[src/rtl/rtc_ctrl_if.sv]
// Host-side signal bundle for the time-of-day controller.
// The master side drives requests; the slave side (rtc_ctrl) returns time and status.
interface rtc_ctrl_if;
  logic       i_basetick;
  logic       i_run;
  logic       i_set_req;
  logic [4:0] i_set_hh;
  logic [5:0] i_set_mm;
  logic [5:0] i_set_ss;
  logic       i_alarm_wr;
  logic [4:0] i_alarm_hh;
  logic [5:0] i_alarm_mm;
  logic [5:0] i_alarm_ss;
  logic       i_alarm_en;
  logic       i_irq_ack;
  logic       o_timerenb;
  logic [4:0] o_hh;
  logic [5:0] o_mm;
  logic [5:0] o_ss;
  logic       o_sec_pulse;
  logic       o_set_ack;
  logic       o_set_err;
  logic       o_irq;

  modport master (
    output i_basetick, i_run, i_set_req, i_set_hh, i_set_mm, i_set_ss,
           i_alarm_wr, i_alarm_hh, i_alarm_mm, i_alarm_ss, i_alarm_en, i_irq_ack,
    input  o_timerenb, o_hh, o_mm, o_ss, o_sec_pulse, o_set_ack, o_set_err, o_irq
  );

  modport slave (
    input  i_basetick, i_run, i_set_req, i_set_hh, i_set_mm, i_set_ss,
           i_alarm_wr, i_alarm_hh, i_alarm_mm, i_alarm_ss, i_alarm_en, i_irq_ack,
    output o_timerenb, o_hh, o_mm, o_ss, o_sec_pulse, o_set_ack, o_set_err, o_irq
  );
endinterface

[src/rtl/rtc_ctrl.sv]
// Real-time-clock controller: STOP/RUN/LOAD sequencing, base-tick prescaler,
// hh:mm:ss counter with validated time load and a sticky alarm interrupt.
module rtc_ctrl #(
  parameter int unsigned TICKS_PER_SEC = 100
) (
  input  logic       i_sclk,
  input  logic       i_reset,
  rtc_ctrl_if.slave  bus
);

  localparam logic [7:0] PRESC_MAX = 8'(TICKS_PER_SEC - 1);

  typedef enum logic [1:0] {STOP = 2'd0, RUN = 2'd1, LOAD = 2'd2} state_t;

  state_t     state_reg, state_next;
  logic [7:0] presc_reg, presc_next;
  logic [4:0] hh_reg, hh_next, inc_hh, cap_hh_reg, alm_hh_reg;
  logic [5:0] mm_reg, mm_next, inc_mm, cap_mm_reg, alm_mm_reg;
  logic [5:0] ss_reg, ss_next, inc_ss, cap_ss_reg, alm_ss_reg;
  logic       sec_pulse_reg, set_ack_reg, set_err_reg, irq_reg;
  logic       timerenb, cap_valid, tick_run, sec_adv, load_ok, load_bad, time_match;

  always_ff @(posedge i_sclk) begin
    if (i_reset) state_reg <= STOP;
    else         state_reg <= state_next;
  end

  // A set request preempts everything; otherwise i_run alone picks RUN or STOP.
  always_comb begin
    state_next = state_reg;
    if (bus.i_set_req) begin
      state_next = LOAD;
    end else begin
      case (state_reg)
        STOP:    if (bus.i_run)  state_next = RUN;
        RUN:     if (!bus.i_run) state_next = STOP;
        LOAD:    state_next = bus.i_run ? RUN : STOP;
        default: state_next = STOP;
      endcase
    end
  end

  always_comb begin
    timerenb  = (state_reg == RUN);
    cap_valid = (cap_hh_reg <= 5'd23) && (cap_mm_reg <= 6'd59) && (cap_ss_reg <= 6'd59);
    tick_run  = (state_reg == RUN) && bus.i_basetick && !bus.i_set_req;
    sec_adv   = tick_run && (presc_reg == PRESC_MAX);
    load_ok   = (state_reg == LOAD) && cap_valid;
    load_bad  = (state_reg == LOAD) && !cap_valid;
  end

  always_comb begin
    inc_ss = (ss_reg == 6'd59) ? 6'd0 : ss_reg + 6'd1;
    inc_mm = mm_reg;
    inc_hh = hh_reg;
    if (ss_reg == 6'd59) begin
      inc_mm = (mm_reg == 6'd59) ? 6'd0 : mm_reg + 6'd1;
      if (mm_reg == 6'd59) inc_hh = (hh_reg == 5'd23) ? 5'd0 : hh_reg + 5'd1;
    end
  end

  // Match is evaluated against the value about to be written, so the irq edge
  // coincides with the time update and an idle clock never re-matches.
  always_comb begin
    presc_next = presc_reg;
    hh_next    = hh_reg;
    mm_next    = mm_reg;
    ss_next    = ss_reg;
    if (load_ok) begin
      presc_next = 8'd0;
      hh_next    = cap_hh_reg;
      mm_next    = cap_mm_reg;
      ss_next    = cap_ss_reg;
    end else if (tick_run) begin
      presc_next = sec_adv ? 8'd0 : presc_reg + 8'd1;
      if (sec_adv) begin
        hh_next = inc_hh;
        mm_next = inc_mm;
        ss_next = inc_ss;
      end
    end
    time_match = bus.i_alarm_en && (sec_adv || load_ok) &&
                 ({hh_next, mm_next, ss_next} == {alm_hh_reg, alm_mm_reg, alm_ss_reg});
  end

  always_ff @(posedge i_sclk) begin
    if (i_reset) begin
      presc_reg     <= 8'd0;
      hh_reg        <= 5'd0;
      mm_reg        <= 6'd0;
      ss_reg        <= 6'd0;
      cap_hh_reg    <= 5'd0;
      cap_mm_reg    <= 6'd0;
      cap_ss_reg    <= 6'd0;
      alm_hh_reg    <= 5'd0;
      alm_mm_reg    <= 6'd0;
      alm_ss_reg    <= 6'd0;
      sec_pulse_reg <= 1'b0;
      set_ack_reg   <= 1'b0;
      set_err_reg   <= 1'b0;
      irq_reg       <= 1'b0;
    end else begin
      presc_reg     <= presc_next;
      hh_reg        <= hh_next;
      mm_reg        <= mm_next;
      ss_reg        <= ss_next;
      if (bus.i_set_req) begin
        cap_hh_reg <= bus.i_set_hh;
        cap_mm_reg <= bus.i_set_mm;
        cap_ss_reg <= bus.i_set_ss;
      end
      if (bus.i_alarm_wr) begin
        alm_hh_reg <= bus.i_alarm_hh;
        alm_mm_reg <= bus.i_alarm_mm;
        alm_ss_reg <= bus.i_alarm_ss;
      end
      sec_pulse_reg <= sec_adv;
      set_ack_reg   <= load_ok;
      set_err_reg   <= load_bad;
      if (time_match)         irq_reg <= 1'b1;
      else if (bus.i_irq_ack) irq_reg <= 1'b0;
    end
  end

  assign bus.o_timerenb  = timerenb;
  assign bus.o_hh        = hh_reg;
  assign bus.o_mm        = mm_reg;
  assign bus.o_ss        = ss_reg;
  assign bus.o_sec_pulse = sec_pulse_reg;
  assign bus.o_set_ack   = set_ack_reg;
  assign bus.o_set_err   = set_err_reg;
  assign bus.o_irq       = irq_reg;

endmodule

[src/flat_wrapper.sv]
// flat-port wrapper written by rule: the top's interface ports become plain ports
module rtc_ctrl_flat 
#(
  parameter int unsigned TICKS_PER_SEC = 100
)
  (i_sclk, i_reset, bus_i_basetick, bus_i_run, bus_i_set_req, bus_i_set_hh, bus_i_set_mm, bus_i_set_ss, bus_i_alarm_wr, bus_i_alarm_hh, bus_i_alarm_mm, bus_i_alarm_ss, bus_i_alarm_en, bus_i_irq_ack, bus_o_timerenb, bus_o_hh, bus_o_mm, bus_o_ss, bus_o_sec_pulse, bus_o_set_ack, bus_o_set_err, bus_o_irq);
  rtc_ctrl_if bus_i ();
  input  logic i_sclk;
  input  logic i_reset;
  input wire logic [$bits(bus_i.i_basetick)-1:0] bus_i_basetick;
  input wire logic [$bits(bus_i.i_run)-1:0] bus_i_run;
  input wire logic [$bits(bus_i.i_set_req)-1:0] bus_i_set_req;
  input wire logic [$bits(bus_i.i_set_hh)-1:0] bus_i_set_hh;
  input wire logic [$bits(bus_i.i_set_mm)-1:0] bus_i_set_mm;
  input wire logic [$bits(bus_i.i_set_ss)-1:0] bus_i_set_ss;
  input wire logic [$bits(bus_i.i_alarm_wr)-1:0] bus_i_alarm_wr;
  input wire logic [$bits(bus_i.i_alarm_hh)-1:0] bus_i_alarm_hh;
  input wire logic [$bits(bus_i.i_alarm_mm)-1:0] bus_i_alarm_mm;
  input wire logic [$bits(bus_i.i_alarm_ss)-1:0] bus_i_alarm_ss;
  input wire logic [$bits(bus_i.i_alarm_en)-1:0] bus_i_alarm_en;
  input wire logic [$bits(bus_i.i_irq_ack)-1:0] bus_i_irq_ack;
  output wire logic [$bits(bus_i.o_timerenb)-1:0] bus_o_timerenb;
  output wire logic [$bits(bus_i.o_hh)-1:0] bus_o_hh;
  output wire logic [$bits(bus_i.o_mm)-1:0] bus_o_mm;
  output wire logic [$bits(bus_i.o_ss)-1:0] bus_o_ss;
  output wire logic [$bits(bus_i.o_sec_pulse)-1:0] bus_o_sec_pulse;
  output wire logic [$bits(bus_i.o_set_ack)-1:0] bus_o_set_ack;
  output wire logic [$bits(bus_i.o_set_err)-1:0] bus_o_set_err;
  output wire logic [$bits(bus_i.o_irq)-1:0] bus_o_irq;
  assign bus_i.i_basetick = bus_i_basetick;
  assign bus_i.i_run = bus_i_run;
  assign bus_i.i_set_req = bus_i_set_req;
  assign bus_i.i_set_hh = bus_i_set_hh;
  assign bus_i.i_set_mm = bus_i_set_mm;
  assign bus_i.i_set_ss = bus_i_set_ss;
  assign bus_i.i_alarm_wr = bus_i_alarm_wr;
  assign bus_i.i_alarm_hh = bus_i_alarm_hh;
  assign bus_i.i_alarm_mm = bus_i_alarm_mm;
  assign bus_i.i_alarm_ss = bus_i_alarm_ss;
  assign bus_i.i_alarm_en = bus_i_alarm_en;
  assign bus_i.i_irq_ack = bus_i_irq_ack;
  assign bus_o_timerenb = bus_i.o_timerenb;
  assign bus_o_hh = bus_i.o_hh;
  assign bus_o_mm = bus_i.o_mm;
  assign bus_o_ss = bus_i.o_ss;
  assign bus_o_sec_pulse = bus_i.o_sec_pulse;
  assign bus_o_set_ack = bus_i.o_set_ack;
  assign bus_o_set_err = bus_i.o_set_err;
  assign bus_o_irq = bus_i.o_irq;
  rtc_ctrl #(.TICKS_PER_SEC(TICKS_PER_SEC)) u_core (.i_sclk(i_sclk), .i_reset(i_reset), .bus(bus_i));
endmodule
[config.mk]
export PLATFORM = sky130hd
export DESIGN_NAME = rtc_ctrl_flat
export DESIGN_NICKNAME = d
export VERILOG_FILES = /design/src/rtl/rtc_ctrl_if.sv /design/src/rtl/rtc_ctrl.sv /design/src/flat_wrapper.sv
export SDC_FILE = /design/constraint.sdc
export NUM_CORES = 1
export LEC_CHECK = 0
export CAP_MARGIN = 20
export CORE_ASPECT_RATIO = 2
export CORE_MARGIN = 1.5
export CORE_UTILIZATION = 53
export CTS_CLUSTER_DIAMETER = 80
export DETAILED_ROUTE_END_ITERATION = 10
export PLACE_DENSITY = 0.85
export SETUP_SLACK_MARGIN = 0.1
export SLEW_MARGIN = 20
export SYNTH_ARGS = -nofsm -noshare
export SYNTH_HDL_FRONTEND = slang
export SYNTH_SLANG_ARGS = --single-unit
[constraint.sdc]
create_clock -name i_sclk -period 3.3 [get_ports i_sclk]
set_clock_uncertainty 0.1 [all_clocks]
set_input_delay 0.33 -clock i_sclk [delete_from_list [all_inputs] [get_ports i_sclk]]
set_output_delay 0.33 -clock i_sclk [all_outputs]
set_load 0.1 [all_outputs]
==> flow_summary.toml, run 1 <==
[synthesis]
synth_compound_area_frac = 0.151
synth_fa_ha_area_frac = 0.0144
synthArstFlopShare = 0
synth-seq-cells = 65
syn_nets = 445
postSynthCellCount = 399
synth_top_family_by_area = "simple AND/OR/NAND/NOR gates"
netlist_top_cells_area = "dfxtp_1 37%, mux2i_1 11%, nor2_1 7.0%"
avgSynthCellArea_um2 = 8.73
synth_ff_type = "dfxtp_1"
synth_top_cell_by_area = "dfxtp_1"
synth_edf_count = 0
synth_common_cells = "65 x dfxtp_1, 65 x nor2_1, 40 x mux2i_1, 25 x nand2_1, 18 x xor2_1"
synth_mux_area_frac = 0.115
post_synth_and_or_nand_nor_area_fraction = 0.244
synth_area_um2 = 3480
synth-xor-area-share = 0.0679
ys_seq_area_frac = 0.374
synth_cell_types = 61
yosysWarnings = 0
synth_top_cell_area_share = 0.374

[setup_path]
worst_setup_path_start_kind = "register"
worstReg2RegStart = "u_core.presc_reg[0]"
cp_data_arrival_time_ps = 3190
path_max_fanout = 7
cp-end-kind = "register"
timing.rr.end = "u_core.bus.o_irq"
ff2ff_setup_slack_ps = 290
rr_worst_depth = 9
critPathKind = "register to register"
worstPathRequired_ps = 3470

[cts]
cts.sinks = 65
clk_latency_ps = 330
cts_tree = "yes"
cts_hold_buf = 0
cts_setup_buffers = 0
clk_pin_slew_ps = 60
cts_resized = 0
htree_levels = 3
cts_root_buf = "clkbuf_16"
numCtsBuffers = 9
cts_max_path_buffers = 2

[grt]
grt_first_pass_wirelength_mm = 16.9
grt_pass1_vias = 3463
grt_max_degree = 55
grt_usage = 0.317
grt_overflow_total = 0
antenna_found_initial = 0

[placement]
io_buffer_count = 63
place_congestion = 1.01
dp_hpwl_mm = 7.82
numPlacedInstances = 542

[power]
peakVddDrop_v = 0.000367
clkPwrFrac = 0.422
switching_share = 0.286
combPwrFrac = 0.179
power_switching_uw = 633
cellPowerDensity_nw_per_um2 = 491
leakagePower_uw = 0.00185
intPower_uw = 1580
pwr-share-seq = 0.399

[finish]
nFillCells = 514
regArea_um2 = 1300
layout.nets = 513
diodes = 0
multi_input_comb_area_um2 = 2070
area_growth_pct = 29.6
drive_gt1_frac = 0.104
finalNonFillerCells = 557
largest_reg_flops = 8

[timing]
hold_violations = 0
grt_setup_unrepaired = "no"
finalCritPeriodShare = 0.914
min_period_ps = 3010
tns_ps = 0
setup_viol = 0
fmax_mhz = 332
slew_headroom = 0.274
slew_violations = 0
tightestPinTransition_ps = 1090
holdWs_ps = 366

[drt]
vias = 3384
postRouteAntennaNets = 0
routed_wl_mm = 10.5
drt_iter0_drc = 164
wl_per_cell_um = 18.8
drc = 0
vias_per_cell = 6.08
drt-pass1-iter-count = 7

[worst_hold_path]
holdPathEnd = "u_core.state_reg[0]"
worstHoldStart = "u_core.state_reg[0]"
hold_path.class = "register to register"
worstHoldPathCells = 1

[floorplan]
die_w_um = 60.3
rows = 41
core_um2 = 6310
dieArea_um2 = 7090
ios = 64
die_h_um = 118
start_util = 0.552

[outcome]
status = "complete, no violations"

[flow_run]
drv_cap = 0
[worst max-delay path, cell delays in order (launching register included)]
cell and delay, ps:
dfxtp_1 420, ha_1 250, and4b_2 320, nand3_2 170
or3_1 380, a31o_2 250, xnor2_1 120, or4_1 560
nor4_2 260, a21o_1 130
[kinds of logic after synthesis]
group,after synthesis
and+or+nand+nor,167
AOI/OAI and AO/OA,69
DFF,65
muxes,40
xor gates and xnor gates,27
buffers and inverters,27
adders and majority gates,4
[cells in the final DEF, fill, tap and decap left out, drive strengths merged, types with 2 or more instances in the layout]
master,count
a2111oi,3
a211oi,13
a21oi,12
a311oi,3
a31oi,4
and2,3
and3,10
and4,3
and4b,3
buf,23
clkbuf,10
clkdlybuf4s50,54
clkinv,3
dfxtp,65
ha,4
inv,7
mux2i,40
nand2,25
nand2b,6
nand3,8
nand4,7
nor2,65
nor2b,7
nor3,12
nor3b,3
nor4,7
o211ai,3
o21a,2
o21ai,8
o221ai,2
o22ai,2
o41ai,3
or3,3
xnor2,9
xor2,18
[area by class of cell]
cell class	instances	share of cell area
multi-input combinational	307	0.459
sequential	65	0.288
timing repair buffer	77	0.157
clock buffer	10	0.0530
tap	86	0.0238
clock inverter	5	0.0125
inverter	7	0.00582
[metrics by stage]
step | total power [uW] | area [um^2] | utilization | setup slack [ps]
after floorplan | 1150 | 3480 | - | 119
after global placement | 1280 | 4210 | 0.667 | 251
after detailed placement | 1290 | 4210 | 0.667 | 202
after CTS | 2220 | 4510 | 0.714 | 264
after global routing | 2280 | 4510 | 0.715 | 110
final | 2220 | 4510 | 0.715 | 285
[worst max path at each step]
| stage | start | to | slack (ps) |
|---|---|---|---|
| final | u_core.presc_reg[0] | u_core.bus.o_irq | 290 |
| after global routing | u_core.presc_reg[0] | u_core.bus.o_irq | 110 |
| after CTS | u_core.presc_reg[0] | u_core.bus.o_irq | 260 |
| after detailed placement | bus_i_set_req | u_core.bus.o_irq | 200 |
| after global placement | bus_i_set_req | u_core.bus.o_irq | 250 |
| after floorplan | u_core.bus.o_ss[0] | u_core.bus.o_irq | 120 |
[per-layer routing]
metal | part of all wire | vias to the layer above | global-route usage | routed length (um)
met5 | 0 | - | 0 | 0
met4 | 0.072 | 0 | 0.213 | 755
met3 | 0.049 | 65 | 0.0681 | 517
met2 | 0.53 | 140 | 0.548 | 5580
met1 | 0.35 | 1591 | 0.315 | 3630
li1 | - | 1588 | - | -
[power by group through the flow]
stage,combinational [uW],clock [uW],sequential [uW]
floorplan,170,0,979
global placement,386,0,896
detailed placement,390,0,898
CTS,394,943,881
global route,422,970,888
finish,397,934,884
Power figures use the tool's default switching activity.
==> run 2: changes to the inputs <==
--- a/config.mk
+++ b/config.mk
@@ -9,9 +9,10 @@
 export CORE_ASPECT_RATIO = 2
 export CORE_MARGIN = 1.5
 export CORE_UTILIZATION = 53
+export CTS_BUF_LIST = sky130_fd_sc_hd__clkbuf_8 sky130_fd_sc_hd__clkbuf_16
 export CTS_CLUSTER_DIAMETER = 80
 export DETAILED_ROUTE_END_ITERATION = 10
-export PLACE_DENSITY = 0.85
+export PLACE_DENSITY_LB_ADDON = 0.12
 export SETUP_SLACK_MARGIN = 0.1
 export SLEW_MARGIN = 20
 export SYNTH_ARGS = -nofsm -noshare
==> flow_summary.toml, run 2 (synthesized netlist as in run 1, its figures left out) <==
[setup_path]
worstReg2RegStart = "u_core.presc_reg[1]"
cp-end-kind = "register"
timing.rr.end = "u_core.bus.o_irq"
ff2ff_setup_slack_ps = 300
worst_setup_path_start_kind = "register"
rr_worst_depth = 10
critPathKind = "register to register"
critPathCapture = "u_core.bus.o_irq"
cp_data_arrival_time_ps = 3180
path_max_fanout = 9
crit_path_start = "u_core.presc_reg[1]"
worstPathRequired_ps = 3480

[timing]
tns_ps = 0
grt_setup_unrepaired = "no"
setup_viol = 0
finalCritPeriodShare = 0.909
min_period_ps = 3000
holdWs_ps = 239
slew_violations = 0
hold_violations = 0
tightestPinTransition_ps = 975
finalWorstSetupSlack_ps = 302
fmax_mhz = 334
slew_headroom = 0.348

[floorplan]
ios = 64
die_h_um = 118
rows = 41
dieArea_um2 = 7090
start_util = 0.552
core_um2 = 6310
die_w_um = 60.3

[finish]
finalNonFillerCells = 558
largest_reg_flops = 8
layout.nets = 514
drive_gt1_frac = 0.108
diodes = 0
final_common_cell = "nor2_1"
final_cell_mix = "65 x nor2_1, 64 x dfxtp_1, 54 x clkdlybuf4s50_1"
area_growth_pct = 30.0
stdcell_area_um2 = 4530

[placement]
place_congestion = 0.934
io_buffer_count = 63
numPlacedInstances = 543
place_ws_ps = 249
place_area_um2 = 4220
dp_hpwl_mm = 7.43

[outcome]
status = "complete, no violations"

[power]
peakVddDrop_v = 0.000438
leakagePower_uw = 0.00186
cellPowerDensity_nw_per_um2 = 487

[drt]
wl_per_cell_um = 17.7
postRouteAntennaNets = 0
vias_per_cell = 5.91
vias = 3297
drc = 0
drt_iter0_drc = 208
routed_wl_mm = 9.88
drt-pass1-iter-count = 4

[worst_hold_path]
hold_path.class = "input pin to register"
worstHoldPathCells = 2

[cts]
cts.sinks = 65
clk_pin_slew_ps = 50
cts_root_buf = "clkbuf_16"
htree_levels = 3
cts_max_path_buffers = 2
numCtsBuffers = 9
cts_tree = "yes"
cts_setup_buffers = 0
clk_latency_ps = 330

[grt]
grt_overflow_total = 0
antenna_found_initial = 0
grt_pass1_vias = 3306
grt_usage = 0.301
grt_first_pass_wirelength_mm = 16.0
grt_max_degree = 46

[flow_run]
drv_cap = 0
run 2: critical path, cell delays in order, from the launching register on:
cell       delay [ps]
dfxtp_1           400
ha_2              240
and4b_2           310
nand3_2           140
buf_4             200
o41ai_4           390
mux2i_1           190
a2111oi_2         400
o2111ai_1         190
a211oi_2          250
a21o_1            130
run 2: power breakdown:
group	internal [uW]	switching [uW]	total [uW]
clock	614	316	930
combinational	160	234	394
sequential	827	55.8	883
total	1600	605	2210
run 2: worst min-delay path by stage:
stage                         from                  end  slack, ps
5_1_grt                    i_reset   u_core.bus.o_ss[5]        260
3_5_place_dp   u_core.state_reg[0]  u_core.state_reg[0]        360
3_3_place_gp   u_core.state_reg[0]  u_core.state_reg[0]        350
2_1_floorplan  u_core.state_reg[0]  u_core.state_reg[0]        320
6_report                   i_reset   u_core.bus.o_ss[0]        240
4_1_cts                    i_reset   u_core.bus.o_ss[0]        240
run 2: stage by stage:
stage	power, uW	utilization
finish	2210	0.717
global route	2290	0.717
CTS	2220	0.715
detailed placement	1290	0.668
global placement	1280	0.668
floorplan	1150	-
run 2: layout make-up:
class	count	area [um^2]
inverter	7	26.3
clock inverter	4	43.8
tap	86	108
clock buffer	11	253
timing repair buffer	78	718
sequential	65	1300
multi-input combinational	307	2070
fill	545	1780
run 2: repair_timing:
| action | in CTS | in global routing |
|---|---|---|
| gates resized for setup | 0 | 5 |
| setup endpoints to repair | 0 | 1 |
| hold buffers | 0 | 0 |
run 2: per-layer routing:
layer,wire length [um],GRT usage,vias to the layer above
met4,607,0.199,0
li1,-,-,1588
met1,3490,0.315,1543
met5,0,0,-
met3,477,0.0593,42
met2,5300,0.512,124
==> run 3: changes to the inputs <==
--- a/config.mk
+++ b/config.mk
@@ -8,7 +8,7 @@
 export CAP_MARGIN = 20
 export CORE_ASPECT_RATIO = 2
 export CORE_MARGIN = 1.5
-export CORE_UTILIZATION = 53
+export CORE_UTILIZATION = 47
 export CTS_BUF_LIST = sky130_fd_sc_hd__clkbuf_8 sky130_fd_sc_hd__clkbuf_16
 export CTS_CLUSTER_DIAMETER = 80
 export DETAILED_ROUTE_END_ITERATION = 10
==> constraint.sdc (replaced) <==
create_clock -name i_sclk -period 2.5 [get_ports i_sclk]
set_clock_uncertainty 0.1 [all_clocks]
set_input_delay 0.25 -clock i_sclk [delete_from_list [all_inputs] [get_ports i_sclk]]
set_output_delay 0.25 -clock i_sclk [all_outputs]
set_load 0.1 [all_outputs]
==> flow_summary.toml, run 3 (synthesized netlist as in run 1, its figures left out) <==
[outcome]
status = "finished with violations"
violations = "setup timing"

[drt]
postRouteAntennaNets = 0
drc = 0
drt_iter0_drc = 174
drt-pass1-iter-count = 4
routed_wl_mm = 11.3
vias_per_cell = 5.70
vias = 3563
wl_per_cell_um = 18.1

[timing]
grt_setup_unrepaired = "yes"
slew_violations = 0
finalWorstSetupSlack_ps = -19.0
hold_violations = 0
setup_viol = 1
slew_headroom = 0.602
finalCritPeriodShare = 1.01
min_period_ps = 2520
tightestPinTransition_ps = 597
fmax_mhz = 397

[cts]
htree_levels = 3
clk_latency_ps = 340
cts_tree = "yes"
cts_hold_buf = 0
clk_pin_slew_ps = 60
cts_root_buf = "clkbuf_16"
numCtsBuffers = 9
cts_max_path_buffers = 2
cts.sinks = 65

[setup_path]
worst_setup_path_start_kind = "register"
ff2ff_setup_slack_ps = -20
cp_data_arrival_time_ps = 2700
critical_path_buf_inv_count = 0
worstPathRequired_ps = 2680
cpMaxStageDelayCell = "or4_1"
crit_path_max_incr_delay_ps = 420
cp-end-kind = "register"
path_cells = "ha_4 > and4b_2 > nand3_4 > or3_1 > a31o_2 > xnor2_1 > or4_1 > nor4_2 > a21o_1"
worstReg2RegStart = "u_core.presc_reg[0]"
critPathKind = "register to register"
crit_family = "simple AND/OR/NAND/NOR gates"
rr_worst_depth = 9
path_max_fanout = 5
timing.rr.end = "u_core.bus.o_irq"

[floorplan]
core_um2 = 7210
rows = 44
start_util = 0.483
dieArea_um2 = 7970
die_h_um = 125
ios = 64
die_w_um = 63.9

[placement]
io_buffer_count = 63
place_congestion = 0.924
place_ws_ps = -401
dp_hpwl_mm = 8.50

[worst_hold_path]
worstHoldPathCells = 3
hold_path.class = "input pin to register"
worstHoldStart = "bus_i_run"
holdPathEnd = "u_core.state_reg[0]"

[grt]
grt_overflow_total = 0
grt_first_pass_wirelength_mm = 17.9
antenna_found_initial = 0
grt_usage = 0.290
grt_max_degree = 55
grt_pass1_vias = 3614

[finish]
utilization = 0.734
largest_reg_flops = 8
diodes = 0
layout.nets = 574
drive_gt1_frac = 0.325
final_cell_mix = "86 x buf_4, 60 x nor2_1, 47 x dfxtp_1"
area_growth_pct = 52.0
final_common_cell = "buf_4"

[flow_run]
drv_cap = 0

[power]
leakagePower_uw = 0.00225
peakVddDrop_v = 0.000513
cellPowerDensity_nw_per_um2 = 567
## run 3: changes by cell type in the layout (fill, tap and decap cells not counted), moves of 4 or more
cell,previous run,this run
nor2_1,65,60
dfxtp_1,64,47
dfxtp_4,0,12
clkdlybuf4s50_1,54,40
buf_6,0,7
buf_4,23,86
dfxtp_2,1,6
nor2_2,0,4
## run 3: worst max path at each step
stage | depth (start not counted) | to | startpoint
floorplan | 10 | u_core.bus.o_irq | u_core.bus.o_ss[1]
global placement | 10 | u_core.bus.o_irq | bus_i_set_req
detailed placement | 10 | u_core.bus.o_irq | bus_i_set_req
CTS | 9 | u_core.bus.o_irq | u_core.presc_reg[0]
global route | 10 | u_core.bus.o_irq | u_core.presc_reg[0]
finish | 9 | u_core.bus.o_irq | u_core.presc_reg[0]
## run 3: metal layers
metal | track usage | part of all wire | routed length [um]
met4 | 0.173 | 0.059 | 669
met5 | 0 | 0 | 0
met3 | 0.0479 | 0.036 | 407
met1 | 0.297 | 0.36 | 4140
met2 | 0.528 | 0.54 | 6120
## run 3: what timing repair did
action | CTS | global route
setup buffers | 4 | 2
hold endpoints to repair | 0 | 0
gates cloned | 0 | 1
pin swaps | 12 | 11
resized for setup | 22 | 22
endpoints found under the setup margin | 2 | 2
## run 3: stage by stage
stage | cells | instance area [um^2] | hold WS [ps] | total power [uW] | TNS [ps]
global route | 625 | 5290 | 349 | 3100 | -130
detailed placement | 603 | 4750 | 362 | 1750 | -753
global placement | 603 | 4750 | 345 | 1740 | -617
floorplan | 399 | 3610 | 266 | 1520 | 0
finish | 625 | 5290 | 338 | 3000 | -19.0
CTS | 622 | 5150 | 336 | 2990 | -76.3
## run 3: area by class of cell
class                   instances  area (um^2)
fillers                       553         1920
inverters                       7         26.3
clock buffers                  11          264
multi-input cells             307         2280
well taps                      92          115
flip-flops and latches         65         1350
clock inverters                 5         36.3
repair buffers                138         1210
## run 3: worst register-to-register path, cell delays in order (launching register included)
cell	delay, ps
dfxtp_4	360
ha_4	140
and4b_2	280
nand3_4	120
or3_1	390
a31o_2	220
xnor2_1	130
or4_1	420
nor4_2	170
a21o_1	150
## run 3: report_power, final
| group | leakage [uW] | internal [uW] | switching (uW) | total, uW |
|---|---|---|---|---|
| sequential | 0.000545 | 1090 | 71.0 | 1160 |
| clock | 0.000139 | 759 | 473 | 1230 |
| combinational | 0.00157 | 266 | 350 | 616 |
| total | 0.00225 | 2110 | 894 | 3000 |
